$ cat config.mk
export PLATFORM = sky130hd
export DESIGN_NAME = sram_stream_fifo
export DESIGN_NICKNAME = d
export VERILOG_FILES = /design/src/rtl/sram_dualport.sv /design/src/rtl/sram_stream_fifo.sv
export SDC_FILE = /design/constraint.sdc
export NUM_CORES = 1
export LEC_CHECK = 0
export ABC_AREA = 1
export CAP_MARGIN = 20
export CORE_AREA = 3 3 93 95
export DETAILED_ROUTE_END_ITERATION = 7
export DIE_AREA = 0 0 96 98
export PLACE_DENSITY = 0.67
export RECOVER_POWER = 25
export SETUP_SLACK_MARGIN = 0.3
export SLEW_MARGIN = 0
export SYNTH_ARGS = -nofsm -noshare
export SYNTH_HDL_FRONTEND = slang
export SYNTH_SLANG_ARGS = --single-unit
$ cat constraint.sdc
create_clock -name clk_i -period 2.9 [get_ports clk_i]
set_input_delay 0.58 -clock clk_i [delete_from_list [all_inputs] [get_ports clk_i]]
set_output_delay 0.58 -clock clk_i [all_outputs]
set_load 0.03 [all_outputs]
$ cat src/rtl/sram_dualport.sv
// Simple dual-port SRAM: one write port and one read port with a registered read output.
// The array and the read register have no reset; contents are undefined until written.
module sram_dualport #(
    parameter int WIDTH  = 8,
    parameter int DEPTH  = 8,
    parameter int ADDR_W = $clog2(DEPTH)
) (
    input  logic              clk_i,
    input  logic              wen_i,
    input  logic [ADDR_W-1:0] waddr_i,
    input  logic [WIDTH-1:0]  wdata_i,
    input  logic              ren_i,
    input  logic [ADDR_W-1:0] raddr_i,
    output logic [WIDTH-1:0]  rdata_o
);

    logic [WIDTH-1:0] mem [DEPTH];

    always_ff @(posedge clk_i) begin
        if (wen_i) begin
            mem[waddr_i] <= wdata_i;
        end
        if (ren_i) begin
            rdata_o <= mem[raddr_i];
        end
    end

endmodule

$ cat src/rtl/sram_stream_fifo.sv
// Valid/ready stream FIFO built on a registered-read SRAM. The SRAM read register is the
// output stage, so the FIFO holds up to DEPTH words in the array plus one on the output.
module sram_stream_fifo #(
    parameter int WIDTH = 8,
    parameter int DEPTH = 8
) (
    input  logic                          clk_i,
    input  logic                          rst_ni,
    input  logic                          up_valid_i,
    output logic                          up_ready_o,
    input  logic [WIDTH-1:0]              up_data_i,
    output logic                          down_valid_o,
    input  logic                          down_ready_i,
    output logic [WIDTH-1:0]              down_data_o,
    output logic [$clog2(DEPTH+2)-1:0]    count_o
);

    localparam int ADDR_W = $clog2(DEPTH);
    localparam int CNT_W  = $clog2(DEPTH + 2);

    // Handshakes are transfers: a word moves on a rising edge only when valid and ready
    // are both high; valid never depends on ready, and up_ready_o depends only on state.
    logic [ADDR_W-1:0] wptr;
    logic [ADDR_W-1:0] rptr;
    logic [CNT_W-1:0]  mem_count;
    logic              wen;
    logic              ren;

    assign up_ready_o = (mem_count != CNT_W'(DEPTH));
    assign wen        = up_valid_i & up_ready_o;
    // Reads only target committed entries, so a same-cycle write never aliases the read.
    assign ren        = (mem_count != '0) & (~down_valid_o | down_ready_i);
    assign count_o    = mem_count + {{(CNT_W-1){1'b0}}, down_valid_o};

    always_ff @(posedge clk_i or negedge rst_ni) begin
        if (!rst_ni) begin
            wptr         <= '0;
            rptr         <= '0;
            mem_count    <= '0;
            down_valid_o <= 1'b0;
        end else begin
            if (wen) begin
                wptr <= (wptr == ADDR_W'(DEPTH - 1)) ? '0 : wptr + ADDR_W'(1);
            end
            if (ren) begin
                rptr <= (rptr == ADDR_W'(DEPTH - 1)) ? '0 : rptr + ADDR_W'(1);
            end
            case ({wen, ren})
                2'b10:   mem_count <= mem_count + CNT_W'(1);
                2'b01:   mem_count <= mem_count - CNT_W'(1);
                default: mem_count <= mem_count;
            endcase
            if (ren) begin
                down_valid_o <= 1'b1;
            end else if (down_ready_i) begin
                down_valid_o <= 1'b0;
            end
        end
    end

    sram_dualport #(
        .WIDTH  (WIDTH),
        .DEPTH  (DEPTH),
        .ADDR_W (ADDR_W)
    ) u_sram (
        .clk_i   (clk_i),
        .wen_i   (wen),
        .waddr_i (wptr),
        .wdata_i (up_data_i),
        .ren_i   (ren),
        .raddr_i (rptr),
        .rdata_o (down_data_o)
    );

endmodule

==> results.env, run 1 <==
FINALNETCOUNT=357
HOLDCRITSTARTPOINT='wptr[0]'
SYNTH-SEQ-CELLS=83
CP_CELL_SEQUENCE='ha_1 > clkdlybuf4s50_1'
NUM-FILL-CELLS=674
WORST_PATH_DOMINANT_CELL_FAMILY='buffers and inverters'
SLEW-LIMIT-HEADROOM=0.5721
CTS.REPORTEDPATHS.CLKPINSLEW_PS=80
TRITONCTS='done'
HPWL_AFTER_DPL_MM=4.147
FINAL-MAX-SLEW-VIOLATION-COUNT=0
COUNT_OF_MAPPED_CELLS_OUT_OF_SYNTHESIS=299
WORST-PATH-BUF-INV=1
DETAIL_ROUTE.FIRST_PASS.ITERATIONS=4
MAXUSEDROUTINGLAYER='met4'
WORST-SETUP-PATH-TYPE='reg2out'
ROUTABILITYCONGESTION=0.8073
CLOCK.FMAX_MHz=424.3
DESIGN.PORTCOUNT=26
GRT_USAGE=0.1454
CAP_VIOLATIONS=0
SKEW_PS=10.07
TOTAL_POWER_DRAW_W=0.004269
CRIT-REG2REG-LAUNCH='rptr[0]'
WHS_PS=588.8
CP.REQUIRED_PS=2320
POSTCTSSETUPREPAIRBUFS=0
DIE_HEIGHT_UM=98
SYNTH_CELL_TYPE_COUNT=27
TOTAL_GR_OVERFLOW=0
STATIC-LEAKAGE-POWER_nW=1.566
POWER_DENSITY_nW_PER_UM2=1043
POST-ROUTE-DRC-COUNT=0
CLOCK_INSERTION_DELAY_WORST_SKEW_PS=350
CTS_INSERTED_BUFFERS=9
WORST-PATH-MAX-FANOUT=5
FINALSETUPVIOLATIONS=0
EFFECTIVE_UTILIZATION_AT_FLOORPLAN=0.4466
HTREE_LEVELS=3
FLOORPLAN.ROWS=32
PERIOD_SHARE=0.8127
YOSYS_WARNINGS=0
INSERTEDDIODECOUNT=0
SUM_OF_MET2_WIRE_SEGMENT_LENGTHS_AFTER_DETAILED_ROUTING_MM=3.124
SUM_OF_NEGATIVE_SETUP_SLACK_PS=0
PORT_BUFFERS=25
FP.DIEW_UM=96
HOLD_VIOL=0
DRT_WL_TOTAL_MM=6.417
MAPPEDNETLISTAREA_UM2=3487
TIMING.CRITICAL_PATH.TO_TYPE='output port'
WORST_PATH_MAX_DELAY_CELL='clkdlybuf4s50_1'
FIRST_ITER_VIOLATIONS=126
WORSTSETUPSTARTPOINTTYPE='flip-flop'
ROUTED_WIRE_LENGTH_PER_INSTANCE_UM=14.49
FINAL_PERIOD_MINUS_WORST_SETUP_SLACK_PS=2357
CORE_AREA_UM2=7807
FIN_UTIL=0.5244
CRITICAL_PATH.STARTPOINT='mem_count[0]'
RUN_STATUS='complete, no violations'
VIA_PER_INST=4.930
GRT_START_MAX_NET_PINS=35
CLOCK_TREE.ROOT_CELL='clkbuf_8'
TIMING.HOLD.WORST.CLASS='reg2reg'
MET1WIRELENGTH_MM=2.871
SYN2LAYOUT_AREA_GROWTH_PCT=17.40
POSTSYNTHAREAPERCELL_UM2=11.66
DR_WL_MET3_UM=282
ANTENNA_VIOLATIONS_BEFORE_REPAIR=0
ROUTE.VIAS.TOTAL=2184
GRT_PASS1_VIAS=2045
SYN-NUM-NETS=320
LAYOUT-DRIVE-GT1-SHARE=0.1026
TIMING_WORST_SLEW_PIN_VALUE_PS=641.8
SEQ_AREA_FRAC_SYNTH=0.6990
FP.DIEAREA_UM2=9408
CRITPATHMAXSTAGEDELAY_PS=660
GRT_PASS1_WL_MM=10.09
ANTENNA_LEFT=0
CTS_BUFFER_DEPTH=2
RSZ0062_AT_GRT='no'
WORST_IR_DROP_VDD_uV=324.5
WORST_EP_ARRIVAL_TIME_PS=1780
CTS.SINKS=83
power breakdown:
part           internal (W)  switching [W]  leakage, nW
combinational      0.000612        0.00108        0.680
sequential          0.00161       0.000180        0.792
clock              0.000398       0.000398       0.0943
total               0.00262        0.00165         1.57
registers in the layout, summed over array words and instances, names as in the netlist:
signal,cells
down_valid_o,1
u_sram.rdata_o,8
wptr,3
rptr,3
mem_count,4
u_sram.mem,64
final timing paths:
check / slack [ps] / end / cells after the start
max in group asynchronous: 1920 / wptr[1] / 1
hold reg to reg: 590 / wptr[0] / 2
min in group asynchronous: 630 / wptr[2] / 1
hold / removal: 590 / wptr[0] / 2
setup / recovery: 540 / count_o[0] / 2
setup reg to reg: 910 / u_sram.rdata_o[4] / 5
cells in the final DEF (no fill, tap or decap):
cell and n:
edfxtp_1 72, nor2_1 62, o21ai_0 48, nand2_1 47, clkdlybuf4s50_1 15, inv_1 13
buf_4 12, dfrtp_1 11, ha_1 9, clkbuf_8 9, dlygate4sd3_1 7, o21ai_1 5
nand3_1 4, inv_2 2, clkinv_1 2, xor2_1 2, xnor2_1 2, dlymetal6s2s_1 2
nor2_2 1, nand3_2 1, nand2_2 1, a31oi_4 1, a21oi_1 1, or2_0 1
a31oi_1 1, or2_4 1, o22ai_2 1, a21oi_2 1, clkinv_4 1, inv_6 1
clkinv_2 1, clkinvlp_4 1, clkbuf_1 1, bufinv_16 1, dlygate4sd2_1 1
cells in the mapped netlist, drive strengths merged:
| master | count | share of area |
|---|---|---|
| a21oi | 2 | 0.0039 |
| inv | 15 | 0.016 |
| o22ai | 1 | 0.0036 |
| buf | 9 | 0.013 |
| ha | 9 | 0.032 |
| o21ai | 53 | 0.076 |
| nand2 | 48 | 0.052 |
| edfxtp | 72 | 0.62 |
| clkinv | 1 | 0.0011 |
| dfrtp | 11 | 0.079 |
| or2 | 2 | 0.0043 |
| xnor2 | 2 | 0.0050 |
| nor2 | 63 | 0.069 |
| xor2 | 2 | 0.0050 |
| a31oi | 2 | 0.0079 |
| clkbuf | 2 | 0.0029 |
| nand3 | 5 | 0.0086 |
layer usage:
layer  track usage  vias up
met4       0.06455        0
met1        0.1914     1023
li1              -     1100
met3       0.03390       11
met2        0.2278       50
met5             0        -
area by class of cell:
type	instances	area, µm²	area share
multi-input cells	189	933.4	0.2280
clock inverters	6	63.81	0.01559
inverters	16	60.06	0.01467
flip-flops and latches	83	2437	0.5954
clock buffers	10	127.6	0.03117
repair buffers	37	344.1	0.08405
well taps	102	127.6	0.03117
what timing repair did:
item,CTS,global route
hold buffers,0,0
resized for setup,1,2
endpoints found under the setup margin,1,2
tightest hold or removal path, delay by kind of cell (launching register included):
kind / cells / cell delay [ps]
flops: 1 / 380
compound gates: 1 / 60
buf+inv: 1 / 110
logic make-up after synthesis:
group	synth area share
AOI/OAI and AO/OA	0.09149
DFF	0.6990
buffers and inverters	0.03337
xor gates and xnor gates	0.01005
and+or+nand+nor	0.1338
adders and majority gates	0.03229
metrics by stage:
| stage | instances | setup WS (ps) | area (µm²) |
|---|---|---|---|
| final | 443 | 543.1 | 4094 |
| after global placement | 427 | 578.4 | 3899 |
| after floorplan | 299 | 879.8 | 3487 |
| after CTS | 443 | 314.8 | 4089 |
| after global routing | 443 | 447.4 | 4094 |
| after detailed placement | 427 | 540.3 | 3899 |
(Power assumes the default switching activity.)
==> run 2, diff against run 1 <==
--- a/config.mk
+++ b/config.mk
@@ -10,7 +10,7 @@
 export CORE_AREA = 3 3 93 95
 export DETAILED_ROUTE_END_ITERATION = 7
 export DIE_AREA = 0 0 96 98
-export PLACE_DENSITY = 0.67
+export PLACE_DENSITY = 0.7
 export RECOVER_POWER = 25
 export SETUP_SLACK_MARGIN = 0.3
 export SLEW_MARGIN = 0
==> constraint.sdc (replaced) <==
create_clock -name clk_i -period 2.04 [get_ports clk_i]
set_input_delay 0.408 -clock clk_i [delete_from_list [all_inputs] [get_ports clk_i]]
set_output_delay 0.408 -clock clk_i [all_outputs]
set_load 0.03 [all_outputs]
==> run 2 against run 1 <==
Flip-flop and latch count unchanged. Non-clock buffer count rose by 20. Critical path type unchanged. Highest routed layer unchanged. Via count up 8.7%. Wire length increased by 13%. Setup slack got worse by 340 ps.
==> results.env, run 2 (synthesis results as in run 1) <==
RUN_STATUS='complete, no violations'
INSERTEDDIODECOUNT=0
DRT_WL_TOTAL_MM=7.241
FINAL.SETUP.WORST_SLACK_PS=202.8
MOST_COMMON_LIBRARY_CELL_IN_THE_LAYOUT_IGNORING_FILL_AND_TAPS='edfxtp_1'
RSZ0062_AT_GRT='yes'
MAX_REG_FLOPS=64
CRIT-REG2REG-LAUNCH='mem_count[0]'
TOTAL_GR_OVERFLOW=0
WHS_PS=468.4
PATH_COMMON_CELL='ha_2'
POWER_DENSITY_nW_PER_UM2=1511
FP.DIEAREA_UM2=9408
FINAL_PERIOD_MINUS_WORST_SETUP_SLACK_PS=1837
PORT_BUFFERS=25
CTS.SINKS=83
SUM_OF_NEGATIVE_SETUP_SLACK_PS=0
POST-ROUTE-DRC-COUNT=0
DESIGN.PORTCOUNT=26
WORST_IR_DROP_VDD_uV=455.3
CTS_BUFFER_DEPTH=2
CLOCK_INSERTION_DELAY_WORST_SKEW_PS=350
CAP_VIOLATIONS=0
CLOCK.FMAX_MHz=544.3
ANTENNA_VIOLATIONS_BEFORE_REPAIR=0
POWER_FRAC_COMB=0.430
TOP_REGS='u_sram.mem (64), u_sram.rdata_o (8), mem_count (4)'
PERIOD_SHARE=0.9006
NUM-FILL-CELLS=630
HPWL_AFTER_DPL_MM=4.726
CTS.REPORTEDPATHS.CLKPINSLEW_PS=80
ROUTABILITYCONGESTION=0.8015
ROUTE.VIAS.TOTAL=2373
SEQ_POWER_SHARE=0.376
CTS_INSERTED_BUFFERS=9
GRT_START_MAX_NET_PINS=34
WORST-SETUP-PATH-TYPE='reg2out'
ANTENNA_LEFT=0
POWER_FRAC_CLOCK=0.193
TRITONCTS='done'
WORSTSETUPSTARTPOINTTYPE='flip-flop'
STATIC-LEAKAGE-POWER_nW=1.669
FF2FF_SETUP_SLACK_PS=220
VIA_PER_INST=5.125
SEQUENTIAL_CELL_AREA_UM2=2441
FLOORPLAN.ROWS=32
PLACE_WS_PS=-177.9
CP_CELL_SEQUENCE='ha_2 > ha_2 > xor2_2 > buf_6'
MOST_FLOP_HEAVY_REGISTER='u_sram.mem'
CP.REQUIRED_PS=1630
DETAIL_ROUTE.FIRST_PASS.ITERATIONS=5
CORE_AREA_UM2=7807
FIRST_ITER_VIOLATIONS=97
FF2FF_PATH_DEPTH=11
SKEW_PS=8.600
POWER.SWITCHING_FRACTION=0.3851
LAYOUT-DRIVE-GT1-SHARE=0.2465
GRT_PASS1_VIAS=2307
SYN2LAYOUT_AREA_GROWTH_PCT=25.04
GRT_USAGE=0.1642
GRT_PASS1_WL_MM=11.60
MOST-COMMON-LAYOUT-CELLS='72 x edfxtp_1, 52 x nor2_1, 48 x o21ai_0'
HTREE_LEVELS=3
DIE_HEIGHT_UM=98
MULTIINPUTGATEAREA_UM2=1042
FINALSETUPVIOLATIONS=0
WORSTREG2REGEND='mem_count[2]'
TIMING_WORST_SLEW_PIN_VALUE_PS=527.2
TIMING.HOLD.WORST.CLASS='in2async'
SWITCHINGPOWER_W=0.002537
POSTLAYOUTCELLAREA_UM2=4360
FP.DIEW_UM=96
ROUTED_WIRE_LENGTH_PER_INSTANCE_UM=15.64
CRITPATHMAXSTAGEDELAY_PS=440
P_INT_W=0.004050
EFFECTIVE_UTILIZATION_AT_FLOORPLAN=0.4466
HOLD_VIOL=0
DPL-INSTANCE-AREA_UM2=4035
CLOCK_TREE.ROOT_CELL='clkbuf_8'
TIMING.CRITICAL_PATH.TO_TYPE='output port'
POST_CTS_HOLD_BUFFER_COUNT=0
WORST-PATH-MAX-FANOUT=3
FIN_UTIL=0.5585
FINAL-MAX-SLEW-VIOLATION-COUNT=0
WORST_PATH_MAX_DELAY_CELL='dfrtp_2'
WORST_EP_ARRIVAL_TIME_PS=1430
SLEW-LIMIT-HEADROOM=0.6474
FINALNETCOUNT=377
[run 2: cell types whose count changed in the layout (fill, tap and decap cells not counted), sizes merged]
cell           previous run  this run
bufinv                    1         2
dlygate4sd3               7         6
dlygate4sd2               1         9
dlymetal6s2s              2         0
clkdlybuf4s50            15         5
clkinv                    4         3
buf                      12        37
[run 2: worst max path at each step]
stage | from | end | cells past startpoint
6_report | down_valid_o | count_o[2] | 4
3_3_place_gp | down_ready_i | mem_count[2] | 11
2_1_floorplan | down_valid_o | mem_count[2] | 11
4_1_cts | down_valid_o | count_o[1] | 3
3_5_place_dp | down_ready_i | mem_count[2] | 11
5_1_grt | mem_count[0] | mem_count[2] | 11
[run 2: layout make-up]
type,count,area share
Clock inverter,6,0.02037
Inverter,16,0.01377
Clock buffer,10,0.02927
Sequential cell,83,0.5598
Timing Repair Buffer,57,0.1085
Multi-Input combinational cell,189,0.2390
Tap cell,102,0.02927
[run 2: through the flow]
stage / cells / power, W
6_report: 463 / 0.006588
5_1_grt: 463 / 0.007057
4_1_cts: 462 / 0.006471
3_5_place_dp: 441 / 0.005163
3_3_place_gp: 441 / 0.005076
2_1_floorplan: 299 / 0.004258
[run 2: repair_timing]
item	CTS	global route
endpoints found under the setup margin	66	53
pin swaps	9	12
setup buffers	5	1
resized for setup	42	17
cloned	0	0
[run 2: power groups by stage]
stage | clock network, W | registers [W] | logic [W]
2_1_floorplan | 0 | 0.00266 | 0.00159
3_3_place_gp | 0 | 0.00251 | 0.00257
3_5_place_dp | 0 | 0.00253 | 0.00264
4_1_cts | 0.00130 | 0.00248 | 0.00270
5_1_grt | 0.00138 | 0.00251 | 0.00317
6_report | 0.00127 | 0.00248 | 0.00283
[run 2: routing by layer]
metal  vias up  wire length, µm  global-route usage
li1       1139                -                   -
met1      1165             3104              0.2140
met2        56             3645              0.2576
met3        13              291             0.04391
met4         0              200             0.06783
met5         -                0                   0
[run 2: critical path: cells and delay by family, from the launching register on]
kind,cells,cell delay [ps]
flip-flops,1,440
adder cells (fa/ha/maj),2,370
XOR/XNOR,1,140
buffers and inverters,1,130
==> run 3, diff against run 2 <==
--- a/config.mk
+++ b/config.mk
@@ -7,13 +7,14 @@
 export LEC_CHECK = 0
 export ABC_AREA = 1
 export CAP_MARGIN = 20
-export CORE_AREA = 3 3 93 95
+export CORE_AREA = 3 3 97 99
 export DETAILED_ROUTE_END_ITERATION = 7
-export DIE_AREA = 0 0 96 98
+export DIE_AREA = 0 0 100 102
 export PLACE_DENSITY = 0.7
 export RECOVER_POWER = 25
 export SETUP_SLACK_MARGIN = 0.3
 export SLEW_MARGIN = 0
 export SYNTH_ARGS = -nofsm -noshare
 export SYNTH_HDL_FRONTEND = slang
+export SYNTH_HIERARCHICAL = 1
 export SYNTH_SLANG_ARGS = --single-unit
==> run 3 against run 2 <==
Setup slack worse by 2.6 ps. Clock power is 9% lower. Via count is 7.9% higher. Flip-flop and latch count stayed put. Die area is 8.4% higher. Sequential power hardly changed.
==> results.env, run 3 <==
SYN-NUM-NETS=407
FINALSETUPVIOLATIONS=0
MOST_COMMON_LIBRARY_CELL_IN_THE_LAYOUT_IGNORING_FILL_AND_TAPS='nand2_1'
TOTAL_POWER_DRAW_W=0.006648
SLEW-LIMIT-HEADROOM=0.6516
STATIC-LEAKAGE-POWER_nW=2.112
CAP_VIOLATIONS=0
CP_CELL_SEQUENCE='buf_6 > nor2_4 > nand3_2 > nand2_4 > inv_4 > ha_4 > ha_4 > or2_4 > nand2_1 > nand2_1 > nand3_2 > nand2_1'
YOSYS.CELL_COUNT.TOP_TYPE='nand2_1'
CLOCK.FMAX_MHz=543.5
MAPPEDNETLISTAREA_UM2=3844
FINALNETCOUNT=454
GRT_START_MAX_NET_PINS=33
ROUTED_WIRE_LENGTH_PER_INSTANCE_UM=13.52
HOLD_VIOL=0
SYNTH_CELL_TYPE_COUNT=21
DRT_WL_TOTAL_MM=7.367
POST-ROUTE-DRC-COUNT=0
EFFECTIVE_UTILIZATION_AT_FLOORPLAN=0.4451
MOST-COMMON-LAYOUT-CELLS='137 x nand2_1, 74 x inv_1, 72 x edfxtp_1'
YOSYS-TOP-CELLS-AREA='edfxtp_1 56%, nand2_1 14%, inv_1 7.3%'
PORT_BUFFERS=25
TOP_USAGE_LAYER='met2'
TIMING_WORST_SLEW_PIN_VALUE_PS=520.9
WORST-SETUP-PATH-TYPE='reg2reg'
TOP_REGS='u_sram/mem (64), u_sram/rdata_o (8), mem_count (4)'
SYNTH_AREA_LEADER_CELL='edfxtp_1'
CTS_BUFFER_DEPTH=2
FINAL_PERIOD_MINUS_WORST_SETUP_SLACK_PS=1840
SEQ_AREA_FRAC_SYNTH=0.6341
WORST_EP_ARRIVAL_TIME_PS=2090
POWER_DENSITY_nW_PER_UM2=1457
GRT_USAGE=0.1537
ANTENNA_LEFT=0
TIMING.HOLD.WORST.CLASS='in2async'
FINAL-MAX-SLEW-VIOLATION-COUNT=0
RUN_STATUS='complete, no violations'
CTS.SINKS=83
SYNTH-ASYNC-RESET-RATIO=0.1325
WORST_IR_DROP_VDD_uV=508.5
FIN_UTIL=0.5284
TOTAL_GR_OVERFLOW=0
CTS_INSERTED_BUFFERS=9
LAYOUT-DRIVE-GT1-SHARE=0.1533
MAX_REG_FLOPS=64
CLOCK_TREE.ROOT_CELL='clkbuf_8'
CLOCK_INSERTION_DELAY_WORST_SKEW_PS=350
DESIGN.PORTCOUNT=26
WORST-PATH-MAX-FANOUT=4
YOSYS_WARNINGS=6
DIE_HEIGHT_UM=102
CP.REQUIRED_PS=2290
HPWL_AFTER_DPL_MM=4.643
WHS_PS=465.1
FIRST_ITER_VIOLATIONS=111
SYNTH_TOP_AREA_SHARE=0.5625
PLACE_WS_PS=-24.44
CORE_AREA_UM2=8636
SYNTH-EDFF-COUNT=72
FINAL.SETUP.WORST_SLACK_PS=200.2
PERIOD_SHARE=0.9019
SYNTH_TOP_FLOP_CELL='edfxtp_1'
WORST_PATH_MAX_DELAY_CELL='dfrtp_2'
FP.DIEW_UM=100
MOST_FLOP_HEAVY_REGISTER='u_sram/mem'
SKEW_PS=11.15
FLOORPLAN.ROWS=34
CRITPATHMAXSTAGEDELAY_PS=440
FP.DIEAREA_UM2=10200
PATH_COMMON_CELL='nand2_1'
TRITONCTS='done'
HTREE_LEVELS=3
POST_CTS_HOLD_BUFFER_COUNT=0
COUNT_OF_MAPPED_CELLS_OUT_OF_SYNTHESIS=385
GRT_PASS1_VIAS=2382
ROUTE.VIAS.TOTAL=2560
SYNTH-SEQ-CELLS=83
RSZ0062_AT_GRT='yes'
CTS.REPORTEDPATHS.CLKPINSLEW_PS=90
SYN2LAYOUT_AREA_GROWTH_PCT=18.72
TIMING.CRITICAL_PATH.TO_TYPE='flip-flop'
DETAIL_ROUTE.FIRST_PASS.ITERATIONS=4
ANTENNA_VIOLATIONS_BEFORE_REPAIR=0
GLOBALROUTEMET2UTIL=0.2509
NETLIST_TOP_CELLS_COUNT='139 x nand2_1, 75 x inv_1, 72 x edfxtp_1'
POSTSYNTHAREAPERCELL_UM2=9.984
SUM_OF_NEGATIVE_SETUP_SLACK_PS=0
INSERTEDDIODECOUNT=0
GRT_PASS1_WL_MM=11.92
ROUTABILITYCONGESTION=0.7766
WORSTSETUPSTARTPOINTTYPE='flip-flop'
MET3_USAGE=0.03345
VIA_PER_INST=4.697
MET1_TRACK_DEMAND_OVER_RESOURCE_IN_GLOBAL_ROUTING=0.2049
run 3: changes by cell type in the layout (fill, tap and decap cells not counted), moves of 3 or more:
cell     previous run  this run
inv_2               6         3
nor2_1             52        10
nand2_1            43       137
inv_4               0         3
inv_1               9        74
xor2_1              1         4
buf_4              32        22
o21ai_1             5         1
nor2_2              9         1
o21ai_0            48         1
nand3_1             3        34
run 3: kinds of logic after synthesis:
family	count (synthesis)	synth area share
compound gates	4	0.005206
xor+xnor	6	0.01367
fa+ha+maj	10	0.03451
buf+inv	91	0.1061
flops	83	0.6341
simple gates	191	0.2064
run 3: layout make-up:
class                   instances  area [µm²]
multi-input cells             211        1082
fillers                       744        4073
inverters                      80       307.8
well taps                     108       135.1
clock buffers                   9       123.9
flip-flops and latches         83        2442
clock inverters                 7       67.56
repair buffers                 47       404.1
run 3: worst max-delay path: cells and delay by family (launching register included):
kind	cells	cell delay, ps
and+or+nand+nor	8	750
DFF	1	440
adders and majority gates	2	390
buffers and inverters	2	170
run 3: power by group:
| group | switching, W | total, W | internal, W | leakage [nW] |
|---|---|---|---|---|
| Clock | 0.000593 | 0.00115 | 0.000562 | 0.0947 |
| Combinational | 0.00186 | 0.00299 | 0.00113 | 1.23 |
| Sequential | 0.000207 | 0.00250 | 0.00229 | 0.790 |
| Total | 0.00266 | 0.00665 | 0.00399 | 2.11 |
run 3: final timing paths:
| kind | from | to | slack (ps) | depth (start not counted) |
|---|---|---|---|---|
| worst max-delay path | mem_count[0] | mem_count[3] | 200 | 12 |
| worst min-delay path | rst_ni | down_valid_o | 470 | 1 |
| worst max register to register | mem_count[0] | mem_count[3] | 200 | 12 |
| worst min register to register | mem_count[2] | mem_count[2] | 580 | 2 |
| max in group asynchronous | rst_ni | mem_count[1] | 1200 | 1 |
| min in group clk_i | mem_count[2] | mem_count[2] | 580 | 2 |
run 3: what timing repair did:
item | in CTS | in global routing
pin swaps | 6 | 6
gates resized for setup | 37 | 10
setup endpoints to repair | 30 | 56
setup buffers | 1 | 2
run 3: metal layers:
metal | wire (µm) | share of wire
met1 | 3230 | 0.44
met2 | 3661 | 0.50
met5 | 0 | 0
met3 | 394 | 0.053
met4 | 81 | 0.011
run 3: stage by stage:
| stage | cells | cell area (µm²) |
|---|---|---|
| after floorplan | 385 | 3890 |
| after global placement | 526 | 4315 |
| after detailed placement | 526 | 4315 |
| after CTS | 543 | 4518 |
| after global routing | 545 | 4563 |
| final | 545 | 4563 |
